--- config.mk ---
export PLATFORM = sky130hd
export DESIGN_NAME = fft8_bf_sched_flat
export DESIGN_NICKNAME = d
export VERILOG_FILES = /design/src/rtl/fft8_bf_sched_if.sv /design/src/rtl/fft8_bf_sched.sv /design/src/flat_wrapper.sv
export SDC_FILE = /design/constraint.sdc
export NUM_CORES = 1
export LEC_CHECK = 0
export ABC_AREA = 1
export CELL_PAD_IN_SITES_DETAIL_PLACEMENT = 2
export CELL_PAD_IN_SITES_GLOBAL_PLACEMENT = 2
export CORE_AREA = 4 4 67 69
export DETAILED_ROUTE_END_ITERATION = 10
export DIE_AREA = 0 0 71 73
export PLACE_DENSITY_LB_ADDON = 0.1
export SETUP_SLACK_MARGIN = 0.3
export SLEW_MARGIN = 5
export SYNTH_ARGS = -nofsm -noshare
export SYNTH_HDL_FRONTEND = slang
export SYNTH_SLANG_ARGS = --single-unit
--- constraint.sdc ---
create_clock -name i_clk -period 3.1 [get_ports i_clk]
set_input_delay 0.62 -clock i_clk [delete_from_list [all_inputs] [get_ports i_clk]]
set_output_delay 0.62 -clock i_clk [all_outputs]
set_load 0.005 [all_outputs]
--- src/rtl/fft8_bf_sched_if.sv ---
// fft8_bf_sched_if: start/status, butterfly descriptor handshake and retire pulse of the FFT sequencer.
interface fft8_bf_sched_if;
    logic       i_start;
    logic       o_busy;
    logic       o_done;
    logic       o_bf_valid;
    logic       i_bf_ready;
    logic [2:0] o_addr_a;
    logic [2:0] o_addr_b;
    logic [1:0] o_tw_addr;
    logic [1:0] o_stage;
    logic       o_last;
    logic       i_bf_done;
    logic       o_underflow;

    modport master (
        input  i_start, i_bf_ready, i_bf_done,
        output o_busy, o_done, o_bf_valid, o_addr_a, o_addr_b, o_tw_addr, o_stage, o_last, o_underflow
    );

    modport slave (
        output i_start, i_bf_ready, i_bf_done,
        input  o_busy, o_done, o_bf_valid, o_addr_a, o_addr_b, o_tw_addr, o_stage, o_last, o_underflow
    );
endinterface

--- src/rtl/fft8_bf_sched.sv ---
// fft8_bf_sched: stage/butterfly sequencer for an 8-point radix-2 DIF FFT, issuing in-place
// memory indices and twiddle addresses, bounding in-flight butterflies and draining between stages.
module fft8_bf_sched #(
    parameter int MAX_OUT     = 4,
    parameter int DRAIN_EXTRA = 0
) (
    input logic             i_clk,
    input logic             i_rst_n,
    fft8_bf_sched_if.master bus
);
    localparam logic [2:0] MAX_CNT = 3'(MAX_OUT);
    localparam logic [2:0] EXTRA   = 3'(DRAIN_EXTRA);

    typedef enum logic [1:0] {IDLE, ISSUE, DRAIN, DONE} state_t;

    state_t     state, state_nxt;
    logic [1:0] stage, stage_nxt, b, b_nxt, grp, j;
    logic [2:0] outstanding, out_eff, dcnt, dcnt_nxt, half, addr_a;
    logic       underflow, spurious, retire, valid, fire, issuing;

    // a retire with nothing in flight is flagged instead of wrapping the counter
    assign retire   = bus.i_bf_done && outstanding != 3'd0;
    assign spurious = bus.i_bf_done && outstanding == 3'd0;
    assign out_eff  = outstanding - {2'b0, retire};
    assign issuing  = state == ISSUE;
    assign valid    = issuing && out_eff != MAX_CNT;
    assign fire     = valid && bus.i_bf_ready;

    assign half   = 3'd4 >> stage;
    assign j      = b & 2'(half - 3'd1);
    assign grp    = b >> (2'd2 - stage);
    assign addr_a = (3'(grp) << (2'd3 - stage)) | {1'b0, j};

    assign bus.o_busy      = state != IDLE;
    assign bus.o_done      = state == DONE;
    assign bus.o_bf_valid  = valid;
    assign bus.o_addr_a    = issuing ? addr_a : 3'd0;
    assign bus.o_addr_b    = issuing ? addr_a + half : 3'd0;
    assign bus.o_tw_addr   = issuing ? j << stage : 2'd0;
    assign bus.o_stage     = state != IDLE ? stage : 2'd0;
    assign bus.o_last      = issuing && b == 2'd3;
    assign bus.o_underflow = underflow;

    always_comb begin
        state_nxt = state;
        stage_nxt = stage;
        b_nxt     = b;
        dcnt_nxt  = dcnt;
        case (state)
            IDLE: begin
                if (bus.i_start) begin
                    state_nxt = ISSUE;
                    stage_nxt = 2'd0;
                    b_nxt     = 2'd0;
                end
            end
            ISSUE: begin
                b_nxt     = fire ? b + 2'd1 : b;
                state_nxt = fire && b == 2'd3 ? DRAIN : ISSUE;
            end
            // drain ends on the cycle the last result retires, then idles EXTRA cycles
            DRAIN: begin
                if (out_eff == 3'd0) begin
                    if (dcnt == EXTRA) begin
                        dcnt_nxt  = 3'd0;
                        b_nxt     = 2'd0;
                        state_nxt = stage == 2'd2 ? DONE : ISSUE;
                        stage_nxt = stage == 2'd2 ? stage : stage + 2'd1;
                    end else begin
                        dcnt_nxt = dcnt + 3'd1;
                    end
                end
            end
            default: state_nxt = IDLE;
        endcase
    end

    always_ff @(posedge i_clk) begin
        if (!i_rst_n) begin
            state       <= IDLE;
            stage       <= 2'd0;
            b           <= 2'd0;
            outstanding <= 3'd0;
            dcnt        <= 3'd0;
            underflow   <= 1'b0;
        end else begin
            state       <= state_nxt;
            stage       <= stage_nxt;
            b           <= b_nxt;
            outstanding <= out_eff + {2'b0, fire};
            dcnt        <= dcnt_nxt;
            underflow   <= spurious || (underflow && !(state == IDLE && bus.i_start));
        end
    end
endmodule

--- src/flat_wrapper.sv ---
// flat-port wrapper written by rule: the top's interface ports become plain ports
module fft8_bf_sched_flat 
#(
    parameter int MAX_OUT     = 4,
    parameter int DRAIN_EXTRA = 0
)
  (i_clk, i_rst_n, bus_i_start, bus_i_bf_ready, bus_i_bf_done, bus_o_busy, bus_o_done, bus_o_bf_valid, bus_o_addr_a, bus_o_addr_b, bus_o_tw_addr, bus_o_stage, bus_o_last, bus_o_underflow);
  fft8_bf_sched_if bus_i ();
  input logic i_clk;
  input logic i_rst_n;
  input wire logic [$bits(bus_i.i_start)-1:0] bus_i_start;
  input wire logic [$bits(bus_i.i_bf_ready)-1:0] bus_i_bf_ready;
  input wire logic [$bits(bus_i.i_bf_done)-1:0] bus_i_bf_done;
  output wire logic [$bits(bus_i.o_busy)-1:0] bus_o_busy;
  output wire logic [$bits(bus_i.o_done)-1:0] bus_o_done;
  output wire logic [$bits(bus_i.o_bf_valid)-1:0] bus_o_bf_valid;
  output wire logic [$bits(bus_i.o_addr_a)-1:0] bus_o_addr_a;
  output wire logic [$bits(bus_i.o_addr_b)-1:0] bus_o_addr_b;
  output wire logic [$bits(bus_i.o_tw_addr)-1:0] bus_o_tw_addr;
  output wire logic [$bits(bus_i.o_stage)-1:0] bus_o_stage;
  output wire logic [$bits(bus_i.o_last)-1:0] bus_o_last;
  output wire logic [$bits(bus_i.o_underflow)-1:0] bus_o_underflow;
  assign bus_i.i_start = bus_i_start;
  assign bus_i.i_bf_ready = bus_i_bf_ready;
  assign bus_i.i_bf_done = bus_i_bf_done;
  assign bus_o_busy = bus_i.o_busy;
  assign bus_o_done = bus_i.o_done;
  assign bus_o_bf_valid = bus_i.o_bf_valid;
  assign bus_o_addr_a = bus_i.o_addr_a;
  assign bus_o_addr_b = bus_i.o_addr_b;
  assign bus_o_tw_addr = bus_i.o_tw_addr;
  assign bus_o_stage = bus_i.o_stage;
  assign bus_o_last = bus_i.o_last;
  assign bus_o_underflow = bus_i.o_underflow;
  fft8_bf_sched #(.MAX_OUT(MAX_OUT), .DRAIN_EXTRA(DRAIN_EXTRA)) u_core (.i_clk(i_clk), .i_rst_n(i_rst_n), .bus(bus_i));
endmodule
==> summary.txt <==
outcome - finished, final reports clean
CP max FO - 2
top-count cell post-synth - nand2_1
gr usage total - 14.5%
Lkg Pwr - 0.766 nW
Hold Violations, Final - 0
Detailed Place HPWL - 2760 um
multiplexer share of the synthesized area - 0%
Area growth syn-to-layout - 52.0%
total CTS buffers - 3
Fin Clk Skew - 0.00214 ns
Syn. warnings - 0
global-route wire length before repair - 5950 um
ANT nets after route - 0
RSZ-0062 raised after global routing - yes
crit share post-route - 90.9%
Reg2Reg Depth - 14
antenna cells - 0
Detailed Route WL - 3500 um
chip width - 71 um
DRT Pass-1 Iters - 4
Period minus WS final - 2.82 ns
xor/xnor share of the synthesized area - 1.73%
smallest hold slack - 0.484 ns
pwr dens - 515 nW/um^2
Critical Path Sink Type - output port
maximum clock rate - 355 MHz
htree depth - 1
GP Congestion - 0.786
startpoint class of the critical path - flop
Synth top cells by count - nand2_1 (29), inv_1 (27), nor2_1 (22)
Worst setup startpoint - u_core.stage[0]$_SDFFE_PN0P_
FF+latch count, synth - 13
num rows - 23
DR vias - 1124
Overall Power - 791 uW
drc violations - 0
Setup-failing EPs final - 0
Distinct cells, synth - 26
slew margin rel. - 77.0%
Yosys top cell by area - dfxtp_1
CTS tree - built
Max Transition Viols Final - 0
Die ar. - 5180 um^2
Max Cap Viol - 0
largest family of logic cells by synthesized area - simple AND/OR/NAND/NOR gates
Seq/Total Area, Yosys - 25.8%
Slew @ Worst Pin - 0.344 ns
EDFF count, synth - 0
Gate Count Post-Synth - 152
largest net degree at the start of global routing - 11
Syn Nets - 169
Worst-path clk slew - 0.06 ns
1st-iter DRT viols - 19
Post-Synth Simple-Gate Area - 31.8%
maximum VDD drop - 0.268 mV
Compound-Gate Fraction of Synth Area - 12.4%
DR WL/cell - 14.5 um
number of global-route vias before repair - 1291
worst hold-check path type - flop to flop
Nets - 209
total grt overflow - 0
Clock Tree Buf Depth - 2
area share of the largest cell type after synthesis - 25.8%
I/O Pins - 20
Critical Path AT - 2.20 ns
share of layout cells above drive strength 1 - 29.8%
dominant synthesized flop cell - dfxtp_1
Initial Util - 25.8%
Worst Path Required - 2.48 ns
Synth Area in Adders - 15.6%
Port Buffers - 19
R2R Setup Slk - 0.96 ns
top cells by area, synth - dfxtp_1 (26%), ha_1 (14%), nand2_1 (11%), inv_1 (10%), nor2_1 (8.2%)
Worst R2R End - u_core.outstanding[2]$_SDFF_PN0_
CP Capture Point - bus_o_addr_a[0]
asr flop ratio synth - 0%
CP Class - flop to output port
Die Ht - 73 um
Netlist Area Pre-Place - 1010 um^2
core area - 3910 um^2
Sinks on Clock Net - 13
initial antenna violation count - 0
TNS Setup - 0 ns
Vias/cell - 4.66
CTS Root Buffer Type - clkbuf_8
Syn Area/Cell - 6.64 um^2
Worst R2R Start - u_core.outstanding[2]$_SDFF_PN0_
Clock Latency Late Sink - 0.24 ns
==> worst min-delay path by stage <==
stage	end	depth (start not counted)	slack (ns)	start
after floorplan	u_core.dcnt[1]$_SDFFE_PN0P_	2	0.46	u_core.dcnt[1]$_SDFFE_PN0P_
after global placement	u_core.bus.o_underflow$_SDFF_PN0_	2	0.47	u_core.bus.o_underflow$_SDFF_PN0_
after detailed placement	u_core.bus.o_underflow$_SDFF_PN0_	2	0.48	u_core.bus.o_underflow$_SDFF_PN0_
after CTS	u_core.bus.o_underflow$_SDFF_PN0_	2	0.49	u_core.bus.o_underflow$_SDFF_PN0_
after global routing	u_core.bus.o_underflow$_SDFF_PN0_	2	0.51	u_core.bus.o_underflow$_SDFF_PN0_
final	u_core.bus.o_underflow$_SDFF_PN0_	2	0.48	u_core.bus.o_underflow$_SDFF_PN0_
==> state kept, by name, indices dropped and copies added (netlist names) <==
register	flops
u_core.stage	2
u_core.outstanding	3
u_core.bus.o_underflow	1
u_core.dcnt	3
u_core.state	2
u_core.b	2
==> metrics by stage <==
stage	std cells	area, um^2	setup slack (ns)	utilization (%)
6_report	241	1540	0.283	39.2
3_3_place_gp	234	1360	-0.00790	34.8
3_5_place_dp	234	1360	-0.144	34.8
4_1_cts	240	1470	0.224	37.5
2_1_floorplan	152	1010	0.392	-
5_1_grt	241	1540	0.192	39.2
==> critical path, cell delays in order, from the launching register on <==
cell and delay, ns:
dfxtp_2 0.35, clkinv_4 0.06, buf_4 0.14, ha_4 0.16, nor2_2 0.18, nor2_4 0.07
buf_4 0.13, buf_4 0.12, buf_4 0.12, nor2_1 0.10, clkdlybuf4s50_1 0.52
==> routing by layer <==
layer  vias up  global-route usage (%)  wire (um)
met1       545                    14.2       1310
met2        17                    30.7       2040
met5         -                       0          0
li1        556                       -          -
met3         6                    2.07         86
met4         0                    4.18         65
==> what timing repair did <==
item                       in CTS  in global routing
pin swaps                       9                 10
setup endpoints to repair       5                  6
hold buffers                    0                  0
gates resized for setup        28                 16
setup buffers                   2                  1
==> cell type report <==
| cell class | instances | area, um^2 |
|---|---|---|
| multi-input cells | 106 | 732 |
| inverters | 33 | 133 |
| repair buffers | 35 | 300 |
| clock buffers | 4 | 45.0 |
| flip-flops and latches | 13 | 263 |
| well taps | 50 | 62.6 |
| fillers | 480 | 2380 |
==> power by group <==
| group | total, mW | switching, mW | internal (mW) | leakage, nW |
|---|---|---|---|---|
| combinational | 0.430 | 0.231 | 0.199 | 0.636 |
| clock | 0.154 | 0.0629 | 0.0907 | 0.0228 |
| sequential | 0.208 | 0.0151 | 0.192 | 0.107 |
| total | 0.791 | 0.309 | 0.482 | 0.766 |
==> placed cells by master, fill, tap and decap left out, types with 3 or more instances in the layout <==
| cell type | synthesis | final |
|---|---|---|
| clkbuf_8 | 0 | 3 |
| nand2_2 | 4 | 5 |
| ha_1 | 11 | 6 |
| buf_4 | 0 | 16 |
| a21oi_1 | 10 | 10 |
| clkdlybuf4s50_1 | 0 | 14 |
| nor2_4 | 1 | 3 |
| buf_2 | 0 | 3 |
| ha_4 | 0 | 4 |
| inv_2 | 3 | 6 |
| dfxtp_1 | 13 | 11 |
| nor2_1 | 22 | 19 |
| o21ai_0 | 4 | 3 |
| nand3_1 | 8 | 8 |
| inv_1 | 27 | 24 |
| nand2_1 | 29 | 26 |
| nand4_1 | 5 | 5 |
==> logic make-up after synthesis <==
family | Yosys count
simple gates | 72
buf+inv | 33
compound gates | 20
flops | 13
fa+ha+maj | 12
xor+xnor | 2
Power figures use the tool's default switching activity.
